## src/rtl/mod_updown_counter_pkg.sv

```systemverilog
// Shared constants and types for the bounded up/down counter.
// Imported by the next-count calculator and the counter top.
package mod_updown_counter_pkg;

    localparam int DEFAULT_BITS      = 8;
    localparam int DEFAULT_STEP_BITS = 4;

    localparam logic MODE_WRAP = 1'b0;
    localparam logic MODE_SAT  = 1'b1;

    typedef enum logic [1:0] {
        ACT_HOLD = 2'd0,
        ACT_LOAD = 2'd1,
        ACT_STEP = 2'd2
    } act_e;

endpackage

```

## src/rtl/mud_next_calc.sv

```systemverilog
// Combinational next-count, boundary crossing and load clamp logic.
// Arithmetic is one bit wider than the count so no sum can alias.
module mud_next_calc
    import mod_updown_counter_pkg::*;
#(
    parameter int BITS      = DEFAULT_BITS,
    parameter int STEP_BITS = DEFAULT_STEP_BITS
) (
    input  logic [BITS-1:0]      count,
    input  logic                 enable,
    input  logic                 up,
    input  logic                 down,
    input  logic                 load,
    input  logic [BITS-1:0]      load_value,
    input  logic [BITS-1:0]      limit_lo,
    input  logic [BITS-1:0]      limit_hi,
    input  logic [STEP_BITS-1:0] step,
    input  logic                 mode,
    output logic [BITS-1:0]      next_count,
    output logic                 tc_next,
    output logic                 ovf_set,
    output logic                 unf_set,
    output logic                 cfg_error
);

    localparam int W = BITS + 1;

    logic [W-1:0]    c_w;
    logic [W-1:0]    lo_w;
    logic [W-1:0]    hi_w;
    logic [W-1:0]    step_w;
    logic [W-1:0]    sum_w;
    logic [W-1:0]    lo_step_w;
    logic            up_cross;
    logic            dn_cross;
    logic            count_req;
    logic [BITS-1:0] clamped;
    act_e            act;

    assign c_w       = {1'b0, count};
    assign lo_w      = {1'b0, limit_lo};
    assign hi_w      = {1'b0, limit_hi};
    assign step_w    = W'(step);
    assign sum_w     = c_w + step_w;
    assign lo_step_w = lo_w + step_w;

    assign cfg_error = (limit_lo > limit_hi);

    // An out-of-range count crosses on any step in either direction.
    assign up_cross = (sum_w > hi_w) || (c_w < lo_w);
    assign dn_cross = (c_w < lo_step_w) || (c_w > hi_w);

    assign count_req = enable && (up ^ down) && (step != '0);

    always_comb begin
        clamped = load_value;
        if (load_value < limit_lo) begin
            clamped = limit_lo;
        end else if (load_value > limit_hi) begin
            clamped = limit_hi;
        end
    end

    always_comb begin
        act = ACT_HOLD;
        if (cfg_error) begin
            act = ACT_HOLD;
        end else if (load) begin
            act = ACT_LOAD;
        end else if (count_req) begin
            act = ACT_STEP;
        end
    end

    always_comb begin
        next_count = count;
        tc_next    = 1'b0;
        ovf_set    = 1'b0;
        unf_set    = 1'b0;
        unique case (act)
            ACT_LOAD: begin
                next_count = clamped;
            end
            ACT_STEP: begin
                if (up) begin
                    if (up_cross) begin
                        ovf_set = 1'b1;
                        if (mode == MODE_SAT) begin
                            next_count = limit_hi;
                            tc_next    = (count != limit_hi);
                        end else begin
                            next_count = limit_lo;
                            tc_next    = 1'b1;
                        end
                    end else begin
                        next_count = BITS'(sum_w);
                    end
                end else begin
                    if (dn_cross) begin
                        unf_set = 1'b1;
                        if (mode == MODE_SAT) begin
                            next_count = limit_lo;
                            tc_next    = (count != limit_lo);
                        end else begin
                            next_count = limit_hi;
                            tc_next    = 1'b1;
                        end
                    end else begin
                        next_count = BITS'(c_w - step_w);
                    end
                end
            end
            ACT_HOLD: begin
                next_count = count;
            end
            default: begin
                next_count = count;
            end
        endcase
    end

endmodule

```

## src/rtl/mod_updown_counter.sv

```systemverilog
// Bounded up/down counter: count, terminal-count pulse and sticky flags.
// All next-state arithmetic lives in mud_next_calc.
module mod_updown_counter
    import mod_updown_counter_pkg::*;
#(
    parameter int BITS      = DEFAULT_BITS,
    parameter int STEP_BITS = DEFAULT_STEP_BITS
) (
    input  logic                 clock,
    input  logic                 reset_n,
    input  logic                 enable,
    input  logic                 up,
    input  logic                 down,
    input  logic                 load,
    input  logic [BITS-1:0]      load_value,
    input  logic [BITS-1:0]      limit_lo,
    input  logic [BITS-1:0]      limit_hi,
    input  logic [STEP_BITS-1:0] step,
    input  logic                 mode,
    input  logic                 clear_flags,
    output logic [BITS-1:0]      count,
    output logic                 full_flag,
    output logic                 empty_flag,
    output logic                 tc_pulse,
    output logic                 overflow,
    output logic                 underflow,
    output logic                 cfg_error
);

    logic [BITS-1:0] next_count;
    logic            tc_next;
    logic            ovf_set;
    logic            unf_set;

    mud_next_calc #(
        .BITS      (BITS),
        .STEP_BITS (STEP_BITS)
    ) u_next (
        .count      (count),
        .enable     (enable),
        .up         (up),
        .down       (down),
        .load       (load),
        .load_value (load_value),
        .limit_lo   (limit_lo),
        .limit_hi   (limit_hi),
        .step       (step),
        .mode       (mode),
        .next_count (next_count),
        .tc_next    (tc_next),
        .ovf_set    (ovf_set),
        .unf_set    (unf_set),
        .cfg_error  (cfg_error)
    );

    always_ff @(posedge clock or negedge reset_n) begin
        if (!reset_n) begin
            count    <= '0;
            tc_pulse <= 1'b0;
        end else begin
            count    <= next_count;
            tc_pulse <= tc_next;
        end
    end

    // A set in the same cycle as a clear leaves the flag set.
    always_ff @(posedge clock or negedge reset_n) begin
        if (!reset_n) begin
            overflow  <= 1'b0;
            underflow <= 1'b0;
        end else begin
            overflow  <= ovf_set | (overflow & ~clear_flags);
            underflow <= unf_set | (underflow & ~clear_flags);
        end
    end

    assign full_flag  = (count == limit_hi);
    assign empty_flag = (count == limit_lo);

endmodule

```

## config.mk

```make
export PLATFORM = sky130hd
export DESIGN_NAME = mod_updown_counter
export DESIGN_NICKNAME = d
export VERILOG_FILES = /design/src/rtl/mod_updown_counter_pkg.sv /design/src/rtl/mud_next_calc.sv /design/src/rtl/mod_updown_counter.sv
export SDC_FILE = /design/constraint.sdc
export NUM_CORES = 1
export LEC_CHECK = 0
export CAP_MARGIN = 20
export CORE_ASPECT_RATIO = 0.6
export CORE_UTILIZATION = 55
export CTS_CLUSTER_DIAMETER = 150
export DETAILED_ROUTE_END_ITERATION = 16
export DONT_BUFFER_PORTS = 1
export PLACE_DENSITY = 0.82
export SLEW_MARGIN = 20
export SYNTH_ARGS = -nofsm -noshare
export SYNTH_HDL_FRONTEND = slang
export SYNTH_SLANG_ARGS = --single-unit
```

## constraint.sdc

```tcl
create_clock -name clock -period 4.3 [get_ports clock]
set_clock_uncertainty 0.2 [all_clocks]
set_input_delay 0.86 -clock clock [delete_from_list [all_inputs] [get_ports clock]]
set_output_delay 0.86 -clock clock [all_outputs]
set_load 0.1 [all_outputs]
```

# ---- Word level (Yosys, flattened, before mapping)
# Index checks and enable logic that the tools add are counted.
dict set report totals {
  elab_cells 55
  ff_bits 11
  inputBits 36
}
dict set report op_classes {
  n_addsub 3
  order_cmp 7
  n_eq_ne 6
  n_reduce_logical 6
  bitwise_logic 6
  muxes 23
}
# cell count
set ops {}
lappend ops {{8-bit two-way mux} 7}
lappend ops {{8-bit greater-than comparator} 3}
lappend ops {{8-bit by 4-bit adder with 9-bit output} 2}
lappend ops {{8-bit equality test} 2}
lappend ops {{8-bit < comparator} 2}
lappend ops {{8-bit != test} 2}
lappend ops {{8-bit case mux with 2 select lines} 1}
lappend ops {{1-bit two-way mux} 12}
lappend ops {{9-bit by 8-bit greater-than comparator with 1-bit output} 1}
lappend ops {{8-bit by 9-bit < comparator with 1-bit output} 1}
lappend ops {{8-bit by 4-bit subtractor with 8-bit output} 1}
lappend ops {{2-bit two-way mux} 3}
lappend ops {{4-bit nonzero test} 1}
lappend ops {{1-bit bitwise AND} 2}
lappend ops {{2-bit by 1-bit equality test with 1-bit output (second input constant)} 1}
lappend ops {{2-bit equality test (second input constant)} 1}
lappend ops {{1-bit logical AND} 2}
lappend ops {{1-bit logical OR} 2}
lappend ops {{1-bit OR} 2}
lappend ops {{2-bit nonzero test} 1}
lappend ops {{1-bit inverter} 1}
lappend ops {{1-bit bitwise XOR} 1}

# ---- Logic depth before layout (Yosys ltp)
dict set report depth {
  word_depth 9
  mapped_depth 15
  mapped_depth_nobuf 14
}

# ---- Modules after synthesis
# From an unflattened synthesis, not the netlist that was laid out.
dict set report unflattened {
  cells_unflattened 372
  hier_area_um2 3140.5
}
# module cells_per_inst area_per_inst_um2 n_inst seq_area_each_um2
set by_module_without_submodules {}
lappend by_module_without_submodules {mud_next_calc 336 2673.8 1 0.0}
lappend by_module_without_submodules {mod_updown_counter 36 466.7 1 275.3}

# ---- Worst setup path before layout
# No wires, ideal clock.
dict set report synth_timing {
  path_type {in2reg}
  startpoint {in limit_hi[1]}
  endpoint {reg count[2]}
  cell_stages 14
  setup_time_ns 0.126
  arrival_ns 4.531
  slack_ns -0.557
  n_path_buf 1
  required_time_ns 3.974
  path_cell_list {inv_1 -> ha_1 -> nor2b_1 -> o21a_1 -> o21a_1 -> o21a_1 -> o21bai_1 -> a22oi_1 -> nand2b_1 -> ha_1 -> clkbuf_1 -> nand2_1 -> a311o_1 -> o32a_1}
}
dict set report synth_via {
  elab_cells_between_ends 16
  cone_classes {order compare (4); eq/ne (2); mux (7); reduce/logical (3)}
}
# item line_no
set synth_lines {}
lappend synth_lines {{start, declared} mod_updown_counter.sv:17} ;# input logic [BITS-1:0] limit_hi,
lappend synth_lines {{8-bit greater-than comparator *} mud_next_calc.sv:47} ;# assign cfg_error = (limit_lo > limit_hi);
lappend synth_lines {{via cfg_error} mod_updown_counter.sv:27} ;# output logic cfg_error
lappend synth_lines {{2-bit two-way mux *} mud_next_calc.sv:66} ;# if (cfg_error) begin
lappend synth_lines {{2-bit equality test or 2-bit by 1-bit equality test with 1-bit output (tied branches)} mud_next_calc.sv:80} ;# unique case (act)
lappend synth_lines {{8-bit case mux with 2 select lines or 2-bit nonzero test (tied branches)} --}
lappend synth_lines {{end signal, assigned} mod_updown_counter.sv:61} ;# count <= next_count;
lappend synth_lines {{end, declared} mod_updown_counter.sv:21} ;# output logic [BITS-1:0] count,
# The timed path passes the listed nets; every way through them passes the cells marked *.
# A chain may end at the register's enable or synchronous reset.

# ---- Final worst setup path
dict set report layout_timing {
  startpoint {in limit_lo[0]}
  endpoint {reg count[2]}
}
dict set report layout_via {
  elab_chain_len 6
  elab_cells_between_ends 16
  cone_classes {add/sub (1); order compare (4); eq/ne (2); mux (6); reduce/logical (3)}
}
# item line_no
set layout_rtl {}
lappend layout_rtl {{start, declared} mod_updown_counter.sv:16} ;# input logic [BITS-1:0] limit_lo,
lappend layout_rtl {{8-bit by 4-bit adder with 9-bit output} mud_next_calc.sv:45} ;# assign lo_step_w = lo_w + step_w;
lappend layout_rtl {{8-bit by 9-bit < comparator with 1-bit output} mud_next_calc.sv:51} ;# assign dn_cross = (c_w < lo_step_w) || (c_w > hi_w);
lappend layout_rtl {{1-bit logical OR} mud_next_calc.sv:51}
lappend layout_rtl {{8-bit two-way mux} mud_next_calc.sv:99} ;# if (dn_cross) begin
lappend layout_rtl {{8-bit two-way mux} mud_next_calc.sv:85} ;# if (up) begin
lappend layout_rtl {{8-bit case mux with 2 select lines} mud_next_calc.sv:80}
# Parallel ways exist; a longest one is shown, timed or not.

==> impl_results.rst <==
.. list-table::
   :header-rows: 1

   * - Metric
     - Value
   * - Io pins
     - 50
   * - Proportion of synthesized chip area in sequential cells
     - 0.09065
   * - Die Height
     - approximately 60 um
   * - Asr flop ratio synth
     - 1.000
   * - Count of fill cells added during filler insertion
     - 437
   * - Maximum level of the CTS H-tree
     - 1
   * - Cell Area, Placed
     - 3258 um2
   * - Cell types occupying the most area after synthesis
     - ha_1 (28%), dfrtp_1 (9.1%), mux2i_1 (4.6%)
   * - Overflow left after global routing
     - 0
   * - DR vias
     - 3062
   * - Total Die Area
     - 5832 um2
   * - Final #Nets
     - 498
   * - First-pass GRT wire length
     - 15700 um
   * - Data arrival time of the worst path
     - 4.07 ns
   * - Number of standard cells after synthesis
     - 373
   * - Nature of the critical path endpoint
     - register
   * - Number of port buffers
     - 0
   * - Clock transition at path regs
     - 0.06 ns
   * - Finish-stage setup viols
     - 0
   * - Standard cell core area
     - between 5000 and 6000 um2
   * - Maximum fanout count along the critical path
     - 8
   * - Status
     - complete, but fails checks
   * - Share of layout cells above drive strength 1
     - 0.1381
   * - Detailed-route wire length per cell
     - roughly 21 um
   * - Standard cell with the maximum stage delay on the critical path
     - nor4_4
   * - Top layer reached by signal wires
     - met4
   * - Via count of the first global-routing pass
     - 3118
   * - Antenna violations before repair
     - 0
   * - Final Hold Vio Count
     - 0
   * - Die X-Extent
     - 97.93 um
   * - Cell area after synthesis
     - 3037 um2
   * - GPL Wtd Cong
     - 1.009
   * - Bufs on Longest Clock Path
     - 2
   * - Area share of the largest cell type after synthesis
     - 0.2761
   * - Power density of the placed cells
     - 473.4 nW/um2
   * - Measured slew at the worst slew-check pin
     - a little under 0.9 ns
   * - Met2 layer wire length in the routed design
     - 4003 um
   * - Most frequent cell after synthesis
     - ha_1
   * - Antenna Violating Nets Remaining
     - 0
   * - Met1 wire length
     - around 4100 um
   * - Clock Sink Count
     - 11
   * - Highest clock rate
     - 241.2 MHz
   * - Number of flops mapped to enable cells by yosys
     - 0
   * - Diode count
     - 0
   * - DRC viols
     - 3
   * - HPWL after detailed placement
     - 8110 um
   * - Pleak
     - 0.001586 uW
   * - TritonCTS buffer count
     - 3
   * - Portion of the clock cycle consumed by the worst path in the final layout
     - 0.9643
   * - Power consumption
     - roughly 1600 uW
   * - Primary flip-flop cell chosen by synthesis mapping
     - dfrtp_1
   * - Clock tree from TritonCTS
     - built
   * - Largest area contributor in the synthesized netlist
     - ha_1
   * - Net Count, Synth
     - 479
   * - CP bufs+invs
     - 1
   * - Max-cap check violation count
     - 0
   * - Instance count on the critical path
     - 15
   * - Worst slew slack as a fraction of its limit
     - 0.4057
   * - Setup TNS after final layout
     - 0 ns
   * - Unrepaired setup endpoints after global routing
     - no
   * - Count of synthesis-stage warnings from yosys
     - 0
   * - Average vias per placed instance
     - 6.700
   * - Time the worst path needs with I/O delays and setup
     - 4.147 ns
   * - Post-route cell area
     - approximately 3300 um2
   * - List of cells traversed by the critical path
     - ha_1, fa_1, a21o_1, a21oi_1, buf_4, nor3_1, xnor2_1, ha_1, and3_1, a221o_1, a41oi_2, nor4_4, nor3_1, a311o_1, o32a_1
   * - Length in cells of the worst reg-to-reg path
     - 16
   * - Final Max Slew Viols
     - 0
   * - Violated checks
     - design-rule violations
   * - Cell type group with the largest total delay on the critical path
     - compound AO/OA/AOI/OAI gates
   * - Register bit total from synthesis
     - 11
   * - Slowest Stage Delay on Critical Path
     - 0.50 ns
   * - Met3 Wirelength
     - about 1400 um
   * - Setup crit start kind
     - primary input
   * - Most numerous cell types in the synthesized netlist
     - ha_1 (67), inv_1 (34), nand2_1 (34)
   * - Row Count
     - 20
   * - Later-pin clock latency in the skew report
     - 0.25 ns
   * - GRT Util Overall
     - 0.3502
   * - Number of hold-repair buffers added at the cts stage
     - 0
   * - CP required
     - 4.23 ns
   * - Maximum number of pins on one net before global-route repair
     - 28
   * - Worst min path class
     - in2async
   * - Effective utilization at floorplan
     - 0.5862
   * - Area overhead of the layout relative to synthesis
     - 9.724%
   * - Peak supply drop
     - 256.0 uV
   * - Synthesized area per cell
     - between 8 and 9 um2
   * - Path type of the worst setup path
     - in2reg
   * - Distinct cell type count after synthesis
     - 65
   * - Count of routing violations after the opening detailed-route iteration
     - 355
   * - TritonRoute pass-1 iters
     - 11
   * - Clock root buffer master
     - clkbuf_8
   * - Sum of routed wire length over all layers
     - 9651 um
## path summary, 6_finish.rpt
kind | from | endpoint | slack [ns]
worst max-delay path | limit_lo[0] | count[2]$_DFFE_PN0P_ | 0.15
worst min-delay path | reset_n | count[7]$_DFFE_PN0P_ | 0.10
worst max register to register | count[1]$_DFFE_PN0P_ | count[2]$_DFFE_PN0P_ | 0.28
worst min register to register | count[7]$_DFFE_PN0P_ | count[7]$_DFFE_PN0P_ | 0.50
max in group asynchronous | reset_n | count[2]$_DFFE_PN0P_ | 3.71
min in group clock | count[7]$_DFFE_PN0P_ | count[7]$_DFFE_PN0P_ | 0.50
## cells by family after synthesis
logic type,synth area share
multiplexers,0.06839
flip-flops,0.09065
buffers and inverters,0.06098
XOR/XNOR,0.05439
adder cells (fa/ha/maj),0.2958
AND/OR/NAND/NOR,0.1788
AO/OA/AOI/OAI,0.2509
## area by class of cell
type / count / area (um2) / share of cell area
Multi-Input combinational cell: 315 / 2597 / 0.7796
Sequential cell: 11 / 276.5 / 0.08299
Timing Repair Buffer: 27 / 202.7 / 0.06083
Inverter: 34 / 127.6 / 0.03830
Tap cell: 66 / 82.58 / 0.02478
Clock buffer: 4 / 45.04 / 0.01352
## worst register-to-register path, delay by kind of cell, from the launching register on
kind,cells,cell delay (ns)
xor+xnor,1,0.17
flops,1,0.40
simple gates,6,0.96
fa+ha+maj,2,0.78
buf+inv,3,0.57
compound gates,4,0.82
## registers in the layout (all words and copies together) (netlist names)
name / cells
underflow: 1
overflow: 1
count: 8
tc_pulse: 1
## repair_timing
item                                    in CTS  in global routing
endpoints found under the setup margin       0                  5
resized for setup                            0                  2
buffers inserted                             0                  2
## stage by stage
step	util	hold WS (ns)	cells	worst slack (ns)
2_1_floorplan	-	0.3644	373	0.01667
3_3_place_gp	0.6290	0.3647	451	-0.06101
3_5_place_dp	0.6290	0.3647	451	-0.1073
4_1_cts	0.6377	0.1029	455	0.1352
5_1_grt	0.6432	0.09963	457	0.01152
6_report	0.6432	0.1027	457	0.1534
## cells in the final DEF (no fill, tap or decap), types with 4 or more instances in the layout
cell	n
ha_1	67
inv_1	34
nand2_1	34
buf_4	27
o21ai_0	20
a21oi_1	19
mux2i_1	14
xnor2_1	12
nor2b_1	11
nor2_1	11
nor3_1	10
dfrtp_1	10
nand4_1	9
a21o_1	7
nand2b_1	7
o21a_1	6
mux2_2	6
xor2_1	5
a31oi_1	5
o211ai_1	5
nand3_1	4
## report_power, final
part | total, uW | switching, uW | leakage (uW) | internal [uW]
clock | 112 | 46.2 | 0.0000228 | 65.6
sequential | 205 | 75.1 | 0.000135 | 130
combinational | 1260 | 769 | 0.00143 | 491
total | 1580 | 891 | 0.00159 | 687
## per-layer routing
layer | GRT usage | up-vias
met3 | 0.09316 | 14
met4 | 0.06277 | 0
met5 | 0 | -
li1 | - | 1435
met1 | 0.4837 | 1406
met2 | 0.5553 | 207
(Power assumes the default switching activity.)
